<file path="src/rtl/cbud_param.sv">
// cbud_param: parametrised up/down counter with terminal-count handling.
// It supports binary wrap, modulo reload and saturate modes.
// There are two outputs at the terminal count:
//   - CAO is a combinational cascade output for ripple chaining.
//   - TC is a registered terminal-count pulse, one cycle late.
// CD clears the counter asynchronously. CS clears it synchronously.

module cbud_param #(
    parameter int               WIDTH     = 8,
    parameter int               MODE      = 0,
    parameter logic [WIDTH-1:0] RESET_VAL = {WIDTH{1'b0}}
) (
    input  logic             CLK,
    input  logic             CD,
    input  logic             CS,
    input  logic             LD,
    input  logic [WIDTH-1:0] D,
    input  logic             EN,
    input  logic             CAI,
    input  logic             DNUP,
    input  logic [WIDTH-1:0] TCU,
    input  logic [WIDTH-1:0] TCD,
    output logic [WIDTH-1:0] Q,
    output logic             CAO,
    output logic             TC
);

    localparam logic [WIDTH-1:0] ONE_C      = {{(WIDTH-1){1'b0}}, 1'b1};
    localparam logic [WIDTH-1:0] ZERO_C     = {WIDTH{1'b0}};
    localparam logic [WIDTH-1:0] ALL_ONES_C = {WIDTH{1'b1}};

    logic [WIDTH-1:0] q_r;
    logic             tc_r;

    logic [WIDTH-1:0] tgt_s;
    logic [WIDTH-1:0] reload_s;
    logic [WIDTH-1:0] step_s;
    logic [WIDTH-1:0] cnt_next_s;
    logic [WIDTH-1:0] q_next_s;
    logic             at_tc_s;
    logic             count_s;
    logic             tc_next_s;

    // Terminal value in the current direction.
    // Binary mode uses the natural wrap points; the other modes use TCU/TCD.
    always_comb begin
        tgt_s = ZERO_C;
        if (MODE == 0) begin
            tgt_s = DNUP ? ZERO_C : ALL_ONES_C;
        end else begin
            tgt_s = DNUP ? TCD : TCU;
        end
    end

    // Opposite bound, used by modulo mode when it reloads at the terminal.
    always_comb begin
        reload_s = DNUP ? TCU : TCD;
    end

    // Plain +/-1 step that wraps modulo 2^WIDTH.
    // Out-of-range values walk through this step until they reach the terminal.
    always_comb begin
        step_s = ZERO_C;
        if (DNUP) begin
            step_s = q_r - ONE_C;
        end else begin
            step_s = q_r + ONE_C;
        end
    end

    // Terminal detect and count qualifier; both feed the cascade output.
    always_comb begin
        at_tc_s = (q_r == tgt_s);
        count_s = CAI && EN;
    end

    // Value taken on a counting edge, selected by the terminal behaviour of MODE.
    always_comb begin
        cnt_next_s = step_s;
        case (MODE)
            0: begin
                cnt_next_s = step_s;
            end
            1: begin
                if (at_tc_s) begin
                    cnt_next_s = reload_s;
                end else begin
                    cnt_next_s = step_s;
                end
            end
            2: begin
                if (at_tc_s) begin
                    cnt_next_s = q_r;
                end else begin
                    cnt_next_s = step_s;
                end
            end
            default: begin
                cnt_next_s = step_s;
            end
        endcase
    end

    // Edge priority: synchronous clear, then load, then count, otherwise hold.
    always_comb begin
        q_next_s  = q_r;
        tc_next_s = 1'b0;
        if (CS) begin
            q_next_s  = RESET_VAL;
            tc_next_s = 1'b0;
        end else if (LD) begin
            q_next_s  = D;
            tc_next_s = 1'b0;
        end else if (count_s) begin
            q_next_s  = cnt_next_s;
            tc_next_s = at_tc_s;
        end else begin
            q_next_s  = q_r;
            tc_next_s = 1'b0;
        end
    end

    // Counter and terminal-count registers.
    // CD clears them immediately, without waiting for a clock edge.
    always_ff @(posedge CLK or posedge CD) begin
        if (CD) begin
            q_r  <= RESET_VAL;
            tc_r <= 1'b0;
        end else begin
            q_r  <= q_next_s;
            tc_r <= tc_next_s;
        end
    end

    assign Q   = q_r;
    assign TC  = tc_r;
    assign CAO = count_s && at_tc_s;

endmodule

</file>
<file path="config.mk">
export PLATFORM = sky130hd
export DESIGN_NAME = cbud_param
export DESIGN_NICKNAME = d
export VERILOG_FILES = /design/src/rtl/cbud_param.sv
export SDC_FILE = /design/constraint.sdc
export NUM_CORES = 1
export LEC_CHECK = 0
export CAP_MARGIN = 20
export CELL_PAD_IN_SITES_DETAIL_PLACEMENT = 0
export CELL_PAD_IN_SITES_GLOBAL_PLACEMENT = 1
export CORE_MARGIN = 10
export CORE_UTILIZATION = 28
export CTS_CLUSTER_DIAMETER = 30
export DETAILED_ROUTE_END_ITERATION = 8
export GPL_ROUTABILITY_DRIVEN = 0
export PLACE_DENSITY_LB_ADDON = 0.1
export SLEW_MARGIN = 40
export SYNTH_ARGS = -nofsm -noshare
export SYNTH_HDL_FRONTEND = slang
export SYNTH_SLANG_ARGS = --single-unit
export TNS_END_PERCENT = 100
</file>
<file path="constraint.sdc">
create_clock -name CLK -period 2.9 [get_ports CLK]
set_input_delay 0.29 -clock CLK [delete_from_list [all_inputs] [get_ports CLK]]
set_output_delay 0.29 -clock CLK [all_outputs]
set_load 0.05 [all_outputs]
</file>
==> results of run 1 <==
[power by group through the flow]
stage / Sequential, uW / Clock [uW] / Combinational, uW
global placement: 145 / 0 / 161
finish: 143 / 97.2 / 159
floorplan: 173 / 0 / 74.8
detailed placement: 145 / 0 / 160
CTS: 143 / 101 / 161
global route: 144 / 107 / 176
[how the worst min path moves through the flow]
stage               start   end  slack, ns  cells past startpoint
floorplan              CD  Q[0]       0.12                      1
global placement     Q[3]  Q[3]       0.57                      2
detailed placement   Q[3]  Q[3]       0.58                      2
CTS                    CD  Q[4]       0.30                      2
global route           CD  Q[4]       0.34                      2
finish                 CD  Q[4]       0.30                      2
[logic make-up (layout without fill, tap and decap cells)]
| kind of cell | Yosys count | in the layout | synth area share (%) |
|---|---|---|---|
| simple gates | 35 | 35 | 24.03 |
| compound gates | 23 | 23 | 20.81 |
| flops | 9 | 9 | 30.46 |
| buf+inv | 9 | 34 | 4.568 |
| fa+ha+maj | 7 | 7 | 12.86 |
| xor+xnor | 5 | 5 | 5.923 |
| mux | 1 | 1 | 1.354 |
[flip-flops by register name, summed over array words and instances (netlist names)]
register and flops:
TC 1, Q 8
[layout make-up]
class / count / area (um^2)
timing repair buffer: 24 / 250.2
tap: 30 / 37.54
sequential: 9 / 225.2
multi-input combinational: 71 / 480.5
fill: 261 / 1458
inverter: 6 / 22.52
clock buffer: 4 / 26.28
[cell usage after synthesis, types with 3 or more instances]
| cell type | number |
|---|---|
| or3_1 | 3 |
| o21ai_0 | 4 |
| nand2_1 | 11 |
| nor2_1 | 7 |
| ha_1 | 6 |
| inv_1 | 5 |
| a21oi_1 | 8 |
| xor2_1 | 3 |
| dfrtp_1 | 9 |
| a311oi_1 | 4 |
[worst reg2reg max path, cell delays in order (launching register included)]
cell and delay (ns):
dfrtp_1 0.41, inv_1 0.10, fa_1 0.46, nor2b_1 0.19
o21ai_1 0.08, nand2b_1 0.11, xor2_1 0.17, nand2_1 0.08
a311oi_1 0.30
[per-layer routing]
layer | up-vias | GRT usage (%) | wire, um
li1 | 366 | - | -
met1 | 335 | 11.11 | 1077
met2 | 16 | 11.96 | 873
met3 | 2 | 2.893 | 137
met4 | 0 | 3.871 | 13
met5 | - | 0 | 0
[cell usage in the layout (no fill, tap or decap)]
master,n
mux2i_1,1
fa_1,1
nand2b_1,1
clkbuf_1,1
or3_1,3
nand3_1,2
o21ai_1,1
o21bai_1,1
clkdlybuf4s50_1,23
buf_12,1
nand4_1,1
inv_1,5
a21oi_1,8
a21o_1,1
a2111oi_2,1
ha_1,6
dfrtp_1,9
and2_1,2
nand2_1,11
nand2_2,1
o21a_1,1
o41ai_1,1
nand3b_1,2
nor3_1,2
xor2_1,3
o21ai_0,4
nor2_1,7
inv_2,1
nor2b_1,2
xnor2_1,2
nor3b_2,1
a311oi_1,4
clkbuf_4,3
a211oi_1,1
[metrics by stage]
step | setup WS (ns) | cells | hold WS, ns | power [uW] | cell area (um^2)
after detailed placement | 0.3536 | 140 | 0.5754 | 305.0 | 1016
after floorplan | 0.2564 | 89 | 0.1179 | 247.6 | 739.5
after global placement | 0.3299 | 140 | 0.5750 | 306.2 | 1016
after CTS | 0.3274 | 144 | 0.3035 | 405.1 | 1042
final | 0.3398 | 144 | 0.2952 | 399.0 | 1042
after global routing | 0.2130 | 144 | 0.3380 | 426.3 | 1042
==> results.toml, run 1 <==
[run_status]
status = "complete, no violations"

[sta]
clock_skew_ns = 0.0004725
finalHoldViolCount = 0
slew_headroom_pct = 66.03
setup_viol = 0
worstMarginPinSlew_ns = 0.5080
timing.final.crit_share_pct = 88.28
max_freq_ghz = 0.3906
rsz0062_at_grt = "no"
period_needed_ns = 2.560
slew_violations = 0
setup_tns_ns = 0

[grt]
grt_pass1_wl_um = 3615
overflow = 0
grt_use_total_pct = 8.451
grt_max_degree = 13
antenna_found_initial = 0
grt_pass1_vias = 746

[cts]
cts-buffers-inserted = 3
postCtsHoldBufs = 0
cts_resized = 0
clk_pin_slew_ns = 0.06
h-tree-depth = 1
cts-root-buf = "clkbuf_4"
cts_tree = "yes"
clkSinkCount = 9
cts_setup_buffers = 0
worstSkewPairLatency_ns = 0.26
clockBufferDepth = 2

[synthesis]
syn_nets = 127
synth_async_sr_flop_share_pct = 100.0
synth_top_area_share_pct = 30.46
synth_cell_type_count = 32
syn_inst = 89
synth_area_leader_cell = "dfrtp_1"
ys_ff_latch = 9
syn_area_per_cell_um2 = 8.309
synth_warnings = 0
yosysSeqAreaShare_pct = 30.46
synth-edff-count = 0
syn_area_um2 = 739.5
synth_flop_cell = "dfrtp_1"
synthTopCellsByArea = "dfrtp_1 (30%), ha_1 (10%), nand2_1 (5.6%)"

[critical_path]
reg2reg_depth = 8
startpoint_type = "input port"
slowest_stage = "clkdlybuf4s50_1"
crit_family = "buffers and inverters"
crit_arrival_ns = 2.27
crit_fanout = 9
timing.rr.start = "Q[0]"
cp_slowest_stage_delay_ns = 0.61
crit_chain = "clkdlybuf4s50_1, ha_1, nand4_1, a2111oi_2, buf_12"
worstPathRequired_ns = 2.61
r2r-end = "Q[4]"
worst-path-buf-inv = 2
cp.depth = 5
reg2reg_slack_ns = 0.90
end_kind = "primary output"
cp-endpoint = "CAO"
path_class = "input port to primary output"
crit_path_start = "DNUP"

[power_and_ir_drop]
power.share.clock_pct = 24.4
power_density_nw_per_um2 = 382.9
seq_power_share_pct = 35.8
p_sw_uw = 145.3
irDropWorstVdd_mv = 0.1803
power.leakage_uw = 0.0004407
p_int_uw = 253.7
switching_share_pct = 36.41
comb_power_share_pct = 39.8

[floorplan]
start_util_pct = 29.58
fp.dieW_um = 71.39
die_h_um = 71.39
io-pin-count = 41
dieArea_um2 = 5097
core_area_um2 = 2500
row_count = 18

[placement]
hpwl_um = 1665
port_buffers = 24

[detailed_routing]
viasPerCell = 4.993
drt_iter0_drc = 41
ant_nets = 0
vias = 719
detail_route.wl_per_cell_um = 14.60
firstDrtPassIters = 4
wl_um = 2102
drc = 0

[layout]
drive_gt1_share_pct = 7.018
antenna_cells = 0
final_nets = 153
utilization_pct = 41.69
syn2layout_area_growth_pct = 40.95

[flow_run]
drv_cap = 0

[min_path]
hold_path.class = "input port to asynchronous set/reset pin"
Power figures use the tool's default switching activity.
==> run 2: changes to the inputs <==
--- a/config.mk
+++ b/config.mk
@@ -5,6 +5,7 @@
 export SDC_FILE = /design/constraint.sdc
 export NUM_CORES = 1
 export LEC_CHECK = 0
+export ABC_CLOCK_PERIOD_IN_PS = 2900
 export CAP_MARGIN = 20
 export CELL_PAD_IN_SITES_DETAIL_PLACEMENT = 0
 export CELL_PAD_IN_SITES_GLOBAL_PLACEMENT = 1
==> results of run 2 <==
Same layout as run 1: the final DEF is identical, and so are final timing and power.
